$ cat config.mk
export PLATFORM = sky130hd
export DESIGN_NAME = interrupt_ack_sequencer_flat
export DESIGN_NICKNAME = d
export VERILOG_FILES = /design/src/rtl/interrupt_ack_sequencer_if.sv /design/src/rtl/interrupt_ack_sequencer.sv /design/src/flat_wrapper.sv
export SDC_FILE = /design/constraint.sdc
export NUM_CORES = 1
export LEC_CHECK = 0
export CAP_MARGIN = 20
export CORE_MARGIN = 2
export CORE_UTILIZATION = 55
export DETAILED_ROUTE_END_ITERATION = 12
export PLACE_DENSITY = 0.89
export SLEW_MARGIN = 5
export SYNTH_ARGS = -nofsm -noshare
export SYNTH_HDL_FRONTEND = slang
export SYNTH_SLANG_ARGS = --single-unit
$ cat constraint.sdc
create_clock -name clk -period 9.8 [get_ports clk]
set_input_delay 1.47 -clock clk [delete_from_list [all_inputs] [get_ports clk]]
set_output_delay 1.47 -clock clk [all_outputs]
set_load 0.01 [all_outputs]
$ cat src/rtl/interrupt_ack_sequencer_if.sv
// rtl/interrupt_ack_sequencer_if.sv - resolver/CPU-facing signal bundle of the INTA sequencer
interface interrupt_ack_sequencer_if;
  logic [7:0] interrupt;
  logic       inta_strobe;
  logic [4:0] vector_base;
  logic       aeoi_mode;
  logic       auto_rotate;
  logic       eoi_valid;
  logic       eoi_specific;
  logic [2:0] eoi_level;
  logic       eoi_rotate;
  logic       int_out;
  logic [7:0] in_service_register;
  logic [2:0] priority_rotate;
  logic [7:0] clear_irr;
  logic [7:0] data_out;
  logic       data_out_en;

  modport master (
    output interrupt, inta_strobe, vector_base, aeoi_mode, auto_rotate,
           eoi_valid, eoi_specific, eoi_level, eoi_rotate,
    input  int_out, in_service_register, priority_rotate, clear_irr,
           data_out, data_out_en
  );

  modport slave (
    input  interrupt, inta_strobe, vector_base, aeoi_mode, auto_rotate,
           eoi_valid, eoi_specific, eoi_level, eoi_rotate,
    output int_out, in_service_register, priority_rotate, clear_irr,
           data_out, data_out_en
  );
endinterface

$ cat src/rtl/interrupt_ack_sequencer.sv
// rtl/interrupt_ack_sequencer.sv - two-pulse INTA sequencer owning ISR, vector drive and EOI rotation
module interrupt_ack_sequencer #(
  parameter int NUM_LEVELS = 8
) (
  input logic                      clk,
  input logic                      rst,
  interrupt_ack_sequencer_if.slave bus
);

  typedef enum logic [1:0] {IDLE, ACK1, ACK2} state_e;

  state_e     state_q;
  logic [2:0] level_q;
  logic       spurious_q;
  logic [7:0] isr_q, isr_d;
  logic [2:0] rot_q, rot_d;
  logic       int_out_q;
  logic [7:0] clear_irr_q;
  logic [7:0] data_out_q;
  logic       data_out_en_q;

  logic [2:0] req_level;
  logic       ns_found;
  logic [2:0] ns_level;
  logic [2:0] ns_idx;
  logic [7:0] eoi_clr;
  logic       eoi_rot_en;
  logic [2:0] eoi_rot_level;
  logic [7:0] ack_set;
  logic       aeoi_fire;
  logic [7:0] aeoi_clr;

  always_comb begin
    req_level = 3'd7;
    for (int i = NUM_LEVELS - 1; i >= 0; i--) begin
      if (bus.interrupt[i]) req_level = 3'(i);
    end
  end

  // Scan lowest to highest priority so the last hit is the highest-priority set bit.
  always_comb begin
    ns_found = 1'b0;
    ns_level = 3'd0;
    ns_idx   = 3'd0;
    for (int k = NUM_LEVELS; k >= 1; k--) begin
      ns_idx = rot_q + 3'(k);
      if (isr_q[ns_idx]) begin
        ns_found = 1'b1;
        ns_level = ns_idx;
      end
    end
  end

  always_comb begin
    eoi_clr       = 8'd0;
    eoi_rot_en    = 1'b0;
    eoi_rot_level = bus.eoi_level;
    if (bus.eoi_valid) begin
      if (bus.eoi_specific) begin
        eoi_clr    = 8'd1 << bus.eoi_level;
        eoi_rot_en = bus.eoi_rotate;
      end else if (ns_found) begin
        eoi_clr       = 8'd1 << ns_level;
        eoi_rot_en    = bus.eoi_rotate;
        eoi_rot_level = ns_level;
      end
    end
  end

  always_comb begin
    ack_set   = 8'd0;
    aeoi_fire = (state_q == ACK2) && bus.inta_strobe && bus.aeoi_mode && !spurious_q;
    aeoi_clr  = aeoi_fire ? (8'd1 << level_q) : 8'd0;
    if ((state_q == ACK1) && bus.inta_strobe && (bus.interrupt != 8'd0)) begin
      ack_set = 8'd1 << req_level;
    end
    // The ack set is ORed in last so a same-cycle EOI never removes the bit being acknowledged.
    isr_d = (isr_q & ~eoi_clr & ~aeoi_clr) | ack_set;
    if (eoi_rot_en)                        rot_d = eoi_rot_level;
    else if (aeoi_fire && bus.auto_rotate) rot_d = level_q;
    else                                   rot_d = rot_q;
  end

  always_ff @(posedge clk) begin
    if (rst) begin
      state_q       <= IDLE;
      level_q       <= 3'd0;
      spurious_q    <= 1'b0;
      isr_q         <= 8'd0;
      rot_q         <= 3'b111;
      int_out_q     <= 1'b0;
      clear_irr_q   <= 8'd0;
      data_out_q    <= 8'd0;
      data_out_en_q <= 1'b0;
    end else begin
      isr_q         <= isr_d;
      rot_q         <= rot_d;
      clear_irr_q   <= 8'd0;
      data_out_en_q <= 1'b0;
      case (state_q)
        IDLE: begin
          if (bus.interrupt != 8'd0) begin
            int_out_q <= 1'b1;
            state_q   <= ACK1;
          end
        end
        ACK1: begin
          if (bus.inta_strobe) begin
            int_out_q <= 1'b0;
            state_q   <= ACK2;
            if (bus.interrupt != 8'd0) begin
              level_q     <= req_level;
              spurious_q  <= 1'b0;
              clear_irr_q <= ack_set;
            end else begin
              level_q    <= 3'd7;
              spurious_q <= 1'b1;
            end
          end
        end
        ACK2: begin
          if (bus.inta_strobe) begin
            data_out_q    <= {bus.vector_base, level_q};
            data_out_en_q <= 1'b1;
            state_q       <= IDLE;
          end
        end
        default: state_q <= IDLE;
      endcase
    end
  end

  assign bus.int_out             = int_out_q;
  assign bus.in_service_register = isr_q;
  assign bus.priority_rotate     = rot_q;
  assign bus.clear_irr           = clear_irr_q;
  assign bus.data_out            = data_out_q;
  assign bus.data_out_en         = data_out_en_q;

endmodule
$ cat src/flat_wrapper.sv
// flat-port wrapper written by rule: the top's interface ports become plain ports
module interrupt_ack_sequencer_flat 
#(
  parameter int NUM_LEVELS = 8
)
  (clk, rst, bus_interrupt, bus_inta_strobe, bus_vector_base, bus_aeoi_mode, bus_auto_rotate, bus_eoi_valid, bus_eoi_specific, bus_eoi_level, bus_eoi_rotate, bus_int_out, bus_in_service_register, bus_priority_rotate, bus_clear_irr, bus_data_out, bus_data_out_en);
  interrupt_ack_sequencer_if bus_i ();
  input logic clk;
  input logic rst;
  input wire logic [$bits(bus_i.interrupt)-1:0] bus_interrupt;
  input wire logic [$bits(bus_i.inta_strobe)-1:0] bus_inta_strobe;
  input wire logic [$bits(bus_i.vector_base)-1:0] bus_vector_base;
  input wire logic [$bits(bus_i.aeoi_mode)-1:0] bus_aeoi_mode;
  input wire logic [$bits(bus_i.auto_rotate)-1:0] bus_auto_rotate;
  input wire logic [$bits(bus_i.eoi_valid)-1:0] bus_eoi_valid;
  input wire logic [$bits(bus_i.eoi_specific)-1:0] bus_eoi_specific;
  input wire logic [$bits(bus_i.eoi_level)-1:0] bus_eoi_level;
  input wire logic [$bits(bus_i.eoi_rotate)-1:0] bus_eoi_rotate;
  output wire logic [$bits(bus_i.int_out)-1:0] bus_int_out;
  output wire logic [$bits(bus_i.in_service_register)-1:0] bus_in_service_register;
  output wire logic [$bits(bus_i.priority_rotate)-1:0] bus_priority_rotate;
  output wire logic [$bits(bus_i.clear_irr)-1:0] bus_clear_irr;
  output wire logic [$bits(bus_i.data_out)-1:0] bus_data_out;
  output wire logic [$bits(bus_i.data_out_en)-1:0] bus_data_out_en;
  assign bus_i.interrupt = bus_interrupt;
  assign bus_i.inta_strobe = bus_inta_strobe;
  assign bus_i.vector_base = bus_vector_base;
  assign bus_i.aeoi_mode = bus_aeoi_mode;
  assign bus_i.auto_rotate = bus_auto_rotate;
  assign bus_i.eoi_valid = bus_eoi_valid;
  assign bus_i.eoi_specific = bus_eoi_specific;
  assign bus_i.eoi_level = bus_eoi_level;
  assign bus_i.eoi_rotate = bus_eoi_rotate;
  assign bus_int_out = bus_i.int_out;
  assign bus_in_service_register = bus_i.in_service_register;
  assign bus_priority_rotate = bus_i.priority_rotate;
  assign bus_clear_irr = bus_i.clear_irr;
  assign bus_data_out = bus_i.data_out;
  assign bus_data_out_en = bus_i.data_out_en;
  interrupt_ack_sequencer #(.NUM_LEVELS(NUM_LEVELS)) u_core (.clk(clk), .rst(rst), .bus(bus_i));
endmodule
Word level (Yosys, flattened, before mapping)
Cells that the tools add are included.
- register bits: 35
- latch bits: 0
- RAM bits: 0
- bits in read-only memories: 0
- input bits: 24
- output and inout bits: 29
- word-level logic and storage cells: 121
- memories: 0
- add/subtract/negate cells: 7
- $mul: 0
- divide/modulo/power cells: 0
- order comparisons: 8
- equality and inequality tests: 5
- shift operators: 4
- multiplexer cells: 62
- bitwise gates (word level): 9
- reductions and logical operators: 17
- operators by type and width (cell ; number):
    3-bit 2-to-1 mux ; 18
    8-bit 2-to-1 mux ; 5
    3-bit by 4-bit < comparator with 1-bit output, second input constant ; 8
    1-bit by 3-bit left shift with 8-bit output, first input constant ; 4
    1-bit binary-select mux with 3-bit select ; 8
    1-bit 2-to-1 mux ; 24
    8-bit bitwise AND ; 2
    8-bit NOT ; 2
    3-bit adder, second input constant ; 4
    2-bit 2-to-1 mux ; 5
    8-bit bitwise OR ; 1
    8-bit nonzero test ; 1
    3-bit by 2-bit adder with 3-bit output, second input constant ; 2
    1-bit logical AND ; 6
    2-bit one-hot mux with 3 select lines ; 1
    3-bit AND reduction ; 2
    2-bit inequality test, second input constant ; 2
    1-bit NOT ; 4
    2-bit AND reduction ; 2
    2-bit nonzero test ; 2
    4-bit OR reduction ; 1
    3-bit by 1-bit adder with 3-bit output, second input constant ; 1
    2-bit by 1-bit equality test with 1-bit output, second input constant ; 1
    2-bit equality test, second input constant ; 1
    other kinds (5) ; 5

Depth between registers and ports, before layout
Gate-level depths: netlist (run 1).
- depth after elaboration: 18
- gate-level depth with buffers: 12
- gate-level depth less buffers: 9

Least setup slack after synthesis (run 1)
OpenSTA, ideal clock, no wires.
- kind: reg-to-reg
- start: reg u_core.rot_q[0] (netlist: u_core.bus.priority_rotate[0])
- end: reg u_core.isr_q[1] (netlist: u_core.bus.in_service_register[1])
- library setup time: 0.088 ns
- arrival: 3.234 ns
- required time: 9.712 ns
- slack: 6.477 ns
- cell stages (with the launch flop): 12
- path buffers: 2
- period minus slack after synthesis: 3.323 ns
- cell sequence: dfxtp_1 -> buf_6 -> buf_2 -> inv_1 -> ha_1 -> mux4_1 -> mux2_2 -> or2_4 -> o311ai_4 -> nor3_2 -> and2_4 -> a311oi_2
- cells in the longest elaborated chain, start to end: 18
- elaborated cells on any way between the ends: 47
- classes of those cells: add/sub (7); shift (1); mux (35); bitwise (4)
- ends and longest elaborated chain (item ; RTL line ; RTL):
    start: declaration ; interrupt_ack_sequencer.sv:16 ; logic [2:0] rot_q, rot_d;
    start signal: assignment ; interrupt_ack_sequencer.sv:97 ; rot_q <= rot_d;
    3-bit adder / 1-bit binary-select mux with 3-bit select (equally long branches) ; interrupt_ack_sequencer.sv:46, interrupt_ack_sequencer.sv:47 ;
    1-bit binary-select mux with 3-bit select / 1-bit 2-to-1 mux (equally long branches) ; interrupt_ack_sequencer.sv:47 ; if (isr_q[ns_idx]) begin
    1-bit 2-to-1 mux (implied by the code) / 3-bit 2-to-1 mux (equally long branches) ; interrupt_ack_sequencer.sv:47 ;
    3-bit 2-to-1 mux (7 in a row) ; interrupt_ack_sequencer.sv:47 ;
    1-bit by 3-bit left shift with 8-bit output ; interrupt_ack_sequencer.sv:63 ; eoi_clr = 8'd1 << ns_level;
    8-bit 2-to-1 mux * ; interrupt_ack_sequencer.sv:62 ; end else if (ns_found) begin
    8-bit 2-to-1 mux * ; interrupt_ack_sequencer.sv:59 ; if (bus.eoi_specific) begin
    8-bit 2-to-1 mux * ; interrupt_ack_sequencer.sv:58 ; if (bus.eoi_valid) begin
    8-bit NOT * ; interrupt_ack_sequencer.sv:78 ; isr_d = (isr_q & ~eoi_clr & ~aeoi_clr) | ack_set;
    8-bit bitwise AND * (2 in a row) ; interrupt_ack_sequencer.sv:78 ;
    8-bit bitwise OR * ; interrupt_ack_sequencer.sv:78 ;
    end signal: assignment ; interrupt_ack_sequencer.sv:96 ; isr_q <= isr_d;
    end: declaration ; interrupt_ack_sequencer.sv:15 ; logic [7:0] isr_q, isr_d;
Every way passes the cells marked *; elsewhere a longest branch is shown, timed or not. The select of a mux whose other input is x is not followed.
A chain may end at the register's enable or synchronous reset.

Final worst setup path (run 1)
- start: reg u_core.rot_q[0] (netlist: u_core.bus.priority_rotate[0])
- end: reg u_core.isr_q[5] (netlist: u_core.bus.in_service_register[5])
Same word-level chain as after synthesis.

==> results of run 1 <==
-- state kept, by name, summed over array words and instances, names as in the netlist, 2 cells and up --
signal	count
u_core.level_q	3
u_core.bus.in_service_register	8
u_core.state_q	2
u_core.bus.data_out	8
u_core.bus.priority_rotate	3
u_core.bus.clear_irr	8
-- how the worst max path moves through the flow --
| stage | end | slack (ps) | depth (start not counted) |
|---|---|---|---|
| CTS | u_core.bus.in_service_register[5] | 5710 | 9 |
| finish | u_core.bus.in_service_register[5] | 5640 | 9 |
| detailed placement | u_core.bus.priority_rotate[0] | 5820 | 6 |
| floorplan | u_core.bus.in_service_register[1] | 6480 | 11 |
| global route | u_core.bus.priority_rotate[0] | 5410 | 9 |
| global placement | u_core.bus.priority_rotate[0] | 5900 | 6 |
-- synth_stat cells, types with 3 or more instances --
cell / count
o2111ai_1: 3
xnor2_1: 3
nand2b_1: 8
mux4_2: 3
inv_1: 10
nor2b_1: 7
o21ai_0: 10
nor2_1: 41
mux4_1: 9
nand3_1: 6
and4b_1: 3
nand3b_1: 3
dfxtp_1: 35
clkbuf_1: 8
a21oi_1: 20
mux2_2: 7
buf_2: 3
a31oi_1: 3
and2_1: 4
nor3_1: 6
o31ai_1: 3
a21o_1: 4
mux2i_1: 13
nand2_1: 20
-- critical path, cell delays in order (launching register included) --
cell and delay (ps):
dfxtp_1 790, inv_1 220, ha_1 610, mux4_1 690, mux2_2 320, a221oi_1 230, o2111ai_1 150, o22ai_1 570
nor2b_1 350, a211oi_2 110
-- routing by layer --
layer  vias up  GRT usage
met1      1146      0.339
met5         -          0
met3        26     0.0619
met2       109      0.451
met4         0      0.145
li1       1149          -
-- cells by family (layout without fill, tap and decap cells) --
| group | after synthesis | count (layout) | share of synthesized area |
|---|---|---|---|
| xor+xnor | 4 | 4 | 0.0140 |
| fa+ha+maj | 2 | 2 | 0.0100 |
| simple gates | 113 | 113 | 0.232 |
| compound gates | 70 | 70 | 0.202 |
| mux | 34 | 34 | 0.217 |
| buf+inv | 24 | 71 | 0.0441 |
| flops | 35 | 35 | 0.280 |
-- area by class of cell --
type / count / area (sq um) / share of cell area
Multi-Input combinational cell: 223 / 1690 / 0.543
Sequential cell: 35 / 701 / 0.225
Timing Repair Buffer: 53 / 528 / 0.170
Clock buffer: 5 / 68.8 / 0.0221
Tap cell: 52 / 65.1 / 0.0209
Inverter: 10 / 37.5 / 0.0121
Clock inverter: 3 / 20.0 / 0.00644
-- power groups by stage --
stage          clock, W  combinational [W]  sequential (W)
2_1_floorplan         0          0.0000441        0.000152
3_3_place_gp          0          0.0000621        0.000156
3_5_place_dp          0          0.0000638        0.000156
4_1_cts        0.000105          0.0000645        0.000153
5_1_grt        0.000112          0.0000704        0.000154
6_report       0.000103          0.0000653        0.000153
-- through the flow --
stage | worst slack [ps] | area [sq um] | util | hold WS, ps | std cells
floorplan | 6480 | 2500 | - | 436 | 282
global placement | 5900 | 3020 | 0.693 | 452 | 373
detailed placement | 5820 | 3020 | 0.693 | 460 | 373
CTS | 5710 | 3110 | 0.714 | 471 | 381
global route | 5410 | 3110 | 0.714 | 486 | 381
finish | 5640 | 3110 | 0.714 | 472 | 381
==> results.yml, run 1 <==
synth:
  synth_edf_count: 0
  ys.flop_type: "dfxtp_1"
  yosysTopAreaCell: "dfxtp_1"
  async_reset_ff_frac: 0
  synth_cell_types: 60
  synthCells: 282
  yosys_warnings: 0
  syn-cell-area_sq_um: 2500
  yosys.area.top_type_share: 0.280
  yosysSeqAreaShare: 0.280
  ys_ff_latch: 35
  synth_fp_nets: 308
  synthTopCellsByArea: "dfxtp_1 28%, mux4_1 9.5%, nor2_1 6.2%, mux2i_1 5.2%, a21oi_1 4.0%"
  syn_area_per_cell_sq_um: 8.86
routing:
  post-route-drc-count: 0
  avgRoutedWirePerCell_um: 17.3
  dr.pass1.iters: 4
  wirelength_mm: 6.59
  drtAntennaViolNets: 0
  top_layer: "met4"
  drtIter0Drc: 237
  met3_length_um: 480
  met1_length_mm: 2.62
  wl_met2_mm: 3.24
  viasPerCell: 6.38
  vias: 2430
clock_network:
  cts-root-buf: "clkbuf_8"
  htreeDepth: 2
  clockBufferDepth: 2
  cts_sinks: 35
  numCtsBuffers: 5
  holdBufCountCts: 0
  path_clk_slew_ps: 80
  cts_setup_buffers: 0
  clkLatencyLatePin_ps: 290
  cts_tree: "done"
  cts_resized: 0
die:
  num_io_pins: 53
  start_util: 0.574
  die_x_um: 71.4
  die_area_sq_um: 5100
  fp.dieH_um: 71.4
  fp.coreArea_sq_um: 4350
  num_rows: 24
status:
  status: "complete, no violations"
power_and_ir_drop:
  power.total_w: 0.000321
  seq_power_share: 0.477
  p_per_area_nw_per_um2: 103
  ir_drop_uv: 93.9
  switching_share: 0.291
  p_clk_frac: 0.320
  p_comb_frac: 0.203
  p_leak_nw: 1.27
  power_switching_w: 0.0000937
  internal-power_w: 0.000228
worst_setup_path:
  path_max_fanout: 20
  r2r-end: "u_core.bus.in_service_register[5]"
  critPathCaptureType: "register"
  critPathKind: "register to register"
  crit_path_start: "u_core.bus.priority_rotate[0]"
  rr_worst_depth: 9
  r2r-start: "u_core.bus.priority_rotate[0]"
  crit_required_ps: 9980
  worstSetupStartpointType: "register"
  r2r_slack_ps: 5640
  crit_arrival_ps: 4340
timing:
  rsz0062_at_grt: "no"
  setup_viol: 0
  max_freq_mhz: 240
  layout_min_cycle_time_ps: 4160
  hold_viol: 0
  period_share: 0.425
  final_max_slew_viol_count: 0
  finalSetupTns_ps: 0
  skew_ps: 7.65
  tightestPinTransition_ps: 730
  max-slew-margin-rel: 0.513
cells_and_area:
  nNetsFinal: 354
  layout_commonest_cell: "clkdlybuf4s50_1"
  fillers: 341
  drive_gt1_frac: 0.0942
  final_cell_mix: "52 x clkdlybuf4s50_1, 41 x nor2_1, 35 x dfxtp_1"
  synthToLayoutAreaGrowth_pct: 24.4
  diodes: 0
placement:
  portBuffers: 52
  place_congestion: 0.899
  place_hpwl_mm: 4.90
grt:
  grt_start_max_net_pins: 29
  grt_pass1_vias: 2353
  grt_overflow_total: 0
  grt_first_pass_wirelength_mm: 11.1
  grt_antenna_before_repair: 0
  grt_use_total: 0.275
hold_path:
  holdPathStages: 2
  min_from: "u_core.spurious_q"
  min_to: "u_core.spurious_q"
  min_path_type: "register to register"
run:
  cap_violations: 0
(Power assumes the default switching activity.)
==> inputs of run 2 (changes only) <==
--- a/config.mk
+++ b/config.mk
@@ -7,9 +7,9 @@
 export LEC_CHECK = 0
 export CAP_MARGIN = 20
 export CORE_MARGIN = 2
-export CORE_UTILIZATION = 55
+export CORE_UTILIZATION = 46
 export DETAILED_ROUTE_END_ITERATION = 12
-export PLACE_DENSITY = 0.89
+export PLACE_DENSITY = 0.8
 export SLEW_MARGIN = 5
 export SYNTH_ARGS = -nofsm -noshare
 export SYNTH_HDL_FRONTEND = slang
==> constraint.sdc (replaced) <==
create_clock -name clk -period 3.5 [get_ports clk]
set_input_delay 0.525 -clock clk [delete_from_list [all_inputs] [get_ports clk]]
set_output_delay 0.525 -clock clk [all_outputs]
set_load 0.01 [all_outputs]
==> run 2 against run 1 <==
Net effect: clock skew increased by 0.89 ps; routed wire length increased by 0.49%; sequential power increased to 2.7 times the previous value; final cell count increased by 6.0%; clock-buffer cell count unchanged; worst setup slack got worse by 5300 ps; global-route usage decreased by 4.9 points; maximum frequency increased by 30%; utilization decreased by 9.6 points; total power increased to 3.1 times the previous value; sequential share of layout area decreased by 0.61 points; die area increased by 18%; highest routed layer unchanged.
==> results.yml, run 2 (synthesized netlist as in run 1, its figures left out) <==
worst_setup_path:
  path_max_fanout: 7
  crit_buf_inv: 1
  max_stage_delay_ps: 670
  critPathKind: "register to register"
  critPathTopFamily: "multiplexers"
  critPathCaptureType: "register"
  crit_required_ps: 3720
  path_cells: "inv_1, ha_1, mux4_1, mux2_2, or2_4, o311ai_4, nor3_2, and2_4, a311oi_2"
  crit_arrival_ps: 3410
  cp_slowest_cell: "mux4_1"
  worstSetupStartpointType: "register"
clock_network:
  clockBufferDepth: 2
  cts_resized: 0
  htreeDepth: 2
  path_clk_slew_ps: 80
  cts-root-buf: "clkbuf_8"
  clkLatencyLatePin_ps: 290
  cts_setup_buffers: 0
  holdBufCountCts: 0
  cts_sinks: 35
  numCtsBuffers: 5
  cts_tree: "done"
hold_path:
  min_path_type: "register to register"
routing:
  vias: 2416
  drtAntennaViolNets: 0
  drtIter0Drc: 137
  avgRoutedWirePerCell_um: 16.4
  post-route-drc-count: 0
  wirelength_mm: 6.62
  viasPerCell: 5.98
  dr.pass1.iters: 4
grt:
  grt_start_max_net_pins: 29
  grt_overflow_total: 0
  grt_pass1_vias: 2327
  grt_first_pass_wirelength_mm: 11.0
  grt_use_total: 0.226
  grt_antenna_before_repair: 0
status:
  status: "complete, no violations"
power_and_ir_drop:
  internal-power_w: 0.000718
  p_clk_frac: 0.378
  p_per_area_nw_per_um2: 310
  ir_drop_uv: 271
  p_comb_frac: 0.199
  seq_power_share: 0.423
  power_switching_w: 0.000272
  p_leak_nw: 1.31
  power.total_w: 0.000989
  switching_share: 0.274
die:
  die_area_sq_um: 6040
  num_io_pins: 53
  start_util: 0.483
  fp.coreArea_sq_um: 5170
  fp.dieH_um: 77.7
  die_x_um: 77.7
  num_rows: 26
timing:
  rsz0062_at_grt: "no"
  max_freq_mhz: 313
  final_max_slew_viol_count: 0
  tightestPinTransition_ps: 727
  max-slew-margin-rel: 0.515
  period_share: 0.913
  finalSetupTns_ps: 0
  setup_viol: 0
  skew_ps: 8.54
  layout_min_cycle_time_ps: 3200
  hold_viol: 0
placement:
  place_hpwl_mm: 5.00
  placed_area_sq_um: 3080
  dpl.cell_count: 396
  portBuffers: 52
  place_congestion: 0.866
cells_and_area:
  layout_commonest_cell: "clkdlybuf4s50_1"
  diodes: 0
  final_cells: 404
  fillers: 449
  final_util: 0.618
  finalInstanceArea_sq_um: 3190
  nNetsFinal: 359
  drive_gt1_frac: 0.108
  synthToLayoutAreaGrowth_pct: 27.8
  final_cell_mix: "52 x clkdlybuf4s50_1, 41 x nor2_1, 35 x dfxtp_1"
run:
  cap_violations: 0
[run 2: cell types whose count changed in the layout (fill, tap and decap cells not counted), sizes merged]
| cell | before | now |
|---|---|---|
| buf | 1 | 6 |
| inv | 10 | 11 |
| clkinv | 1 | 0 |
| clkinvlp | 2 | 1 |
| bufinv | 0 | 1 |
[run 2: tightest hold or removal path, stage by stage (launching register included)]
cell and delay [ps]:
dfxtp_1 330, mux2i_1 70, nor2_1 70
[run 2: worst paths after layout]
kind	cells after the start	slack (ps)	to	start
hold reg to reg	2	500	u_core.bus.data_out[4]	u_core.bus.data_out[4]
hold / removal	2	500	u_core.bus.data_out[4]	u_core.bus.data_out[4]
setup / recovery	9	300	u_core.bus.in_service_register[1]	u_core.bus.priority_rotate[0]
setup reg to reg	9	300	u_core.bus.in_service_register[1]	u_core.bus.priority_rotate[0]
[run 2: cell type report]
class | count | area [sq um] | share of cell area
clock inverter | 3 | 46.3 | 0.0145
inverter | 10 | 37.5 | 0.0118
multi-input combinational | 223 | 1690 | 0.528
sequential | 35 | 701 | 0.219
tap | 70 | 87.6 | 0.0274
timing repair buffer | 58 | 566 | 0.177
clock buffer | 5 | 68.8 | 0.0215
[run 2: layer usage]
metal | track usage | routed length, um | up-vias
met3 | 0.0512 | 404 | 17
met4 | 0.105 | 146 | 0
li1 | - | - | 1162
met2 | 0.375 | 3300 | 95
met5 | 0 | 0 | -
met1 | 0.278 | 2770 | 1142
[run 2: per-stage QoR]
step | worst slack [ps] | hold slack, ps
detailed placement | 319 | 462
global placement | 425 | 452
CTS | 308 | 503
floorplan | 177 | 436
finish | 303 | 499
global route | 127 | 526
[run 2: power by group through the flow]
| stage | logic, W | clock network (W) | registers [W] |
|---|---|---|---|
| global route | 0.000215 | 0.000397 | 0.000419 |
| floorplan | 0.000123 | 0 | 0.000427 |
| global placement | 0.000191 | 0 | 0.000427 |
| detailed placement | 0.000195 | 0 | 0.000427 |
| finish | 0.000197 | 0.000374 | 0.000418 |
| CTS | 0.000196 | 0.000383 | 0.000418 |
==> inputs of run 3 (changes only) <==
--- a/config.mk
+++ b/config.mk
@@ -8,6 +8,7 @@
 export CAP_MARGIN = 20
 export CORE_MARGIN = 2
 export CORE_UTILIZATION = 46
+export CTS_CLUSTER_SIZE = 30
 export DETAILED_ROUTE_END_ITERATION = 12
 export PLACE_DENSITY = 0.8
 export SLEW_MARGIN = 5
==> results of run 3 <==
No change in the layout: final DEF, timing and power equal those of run 2.
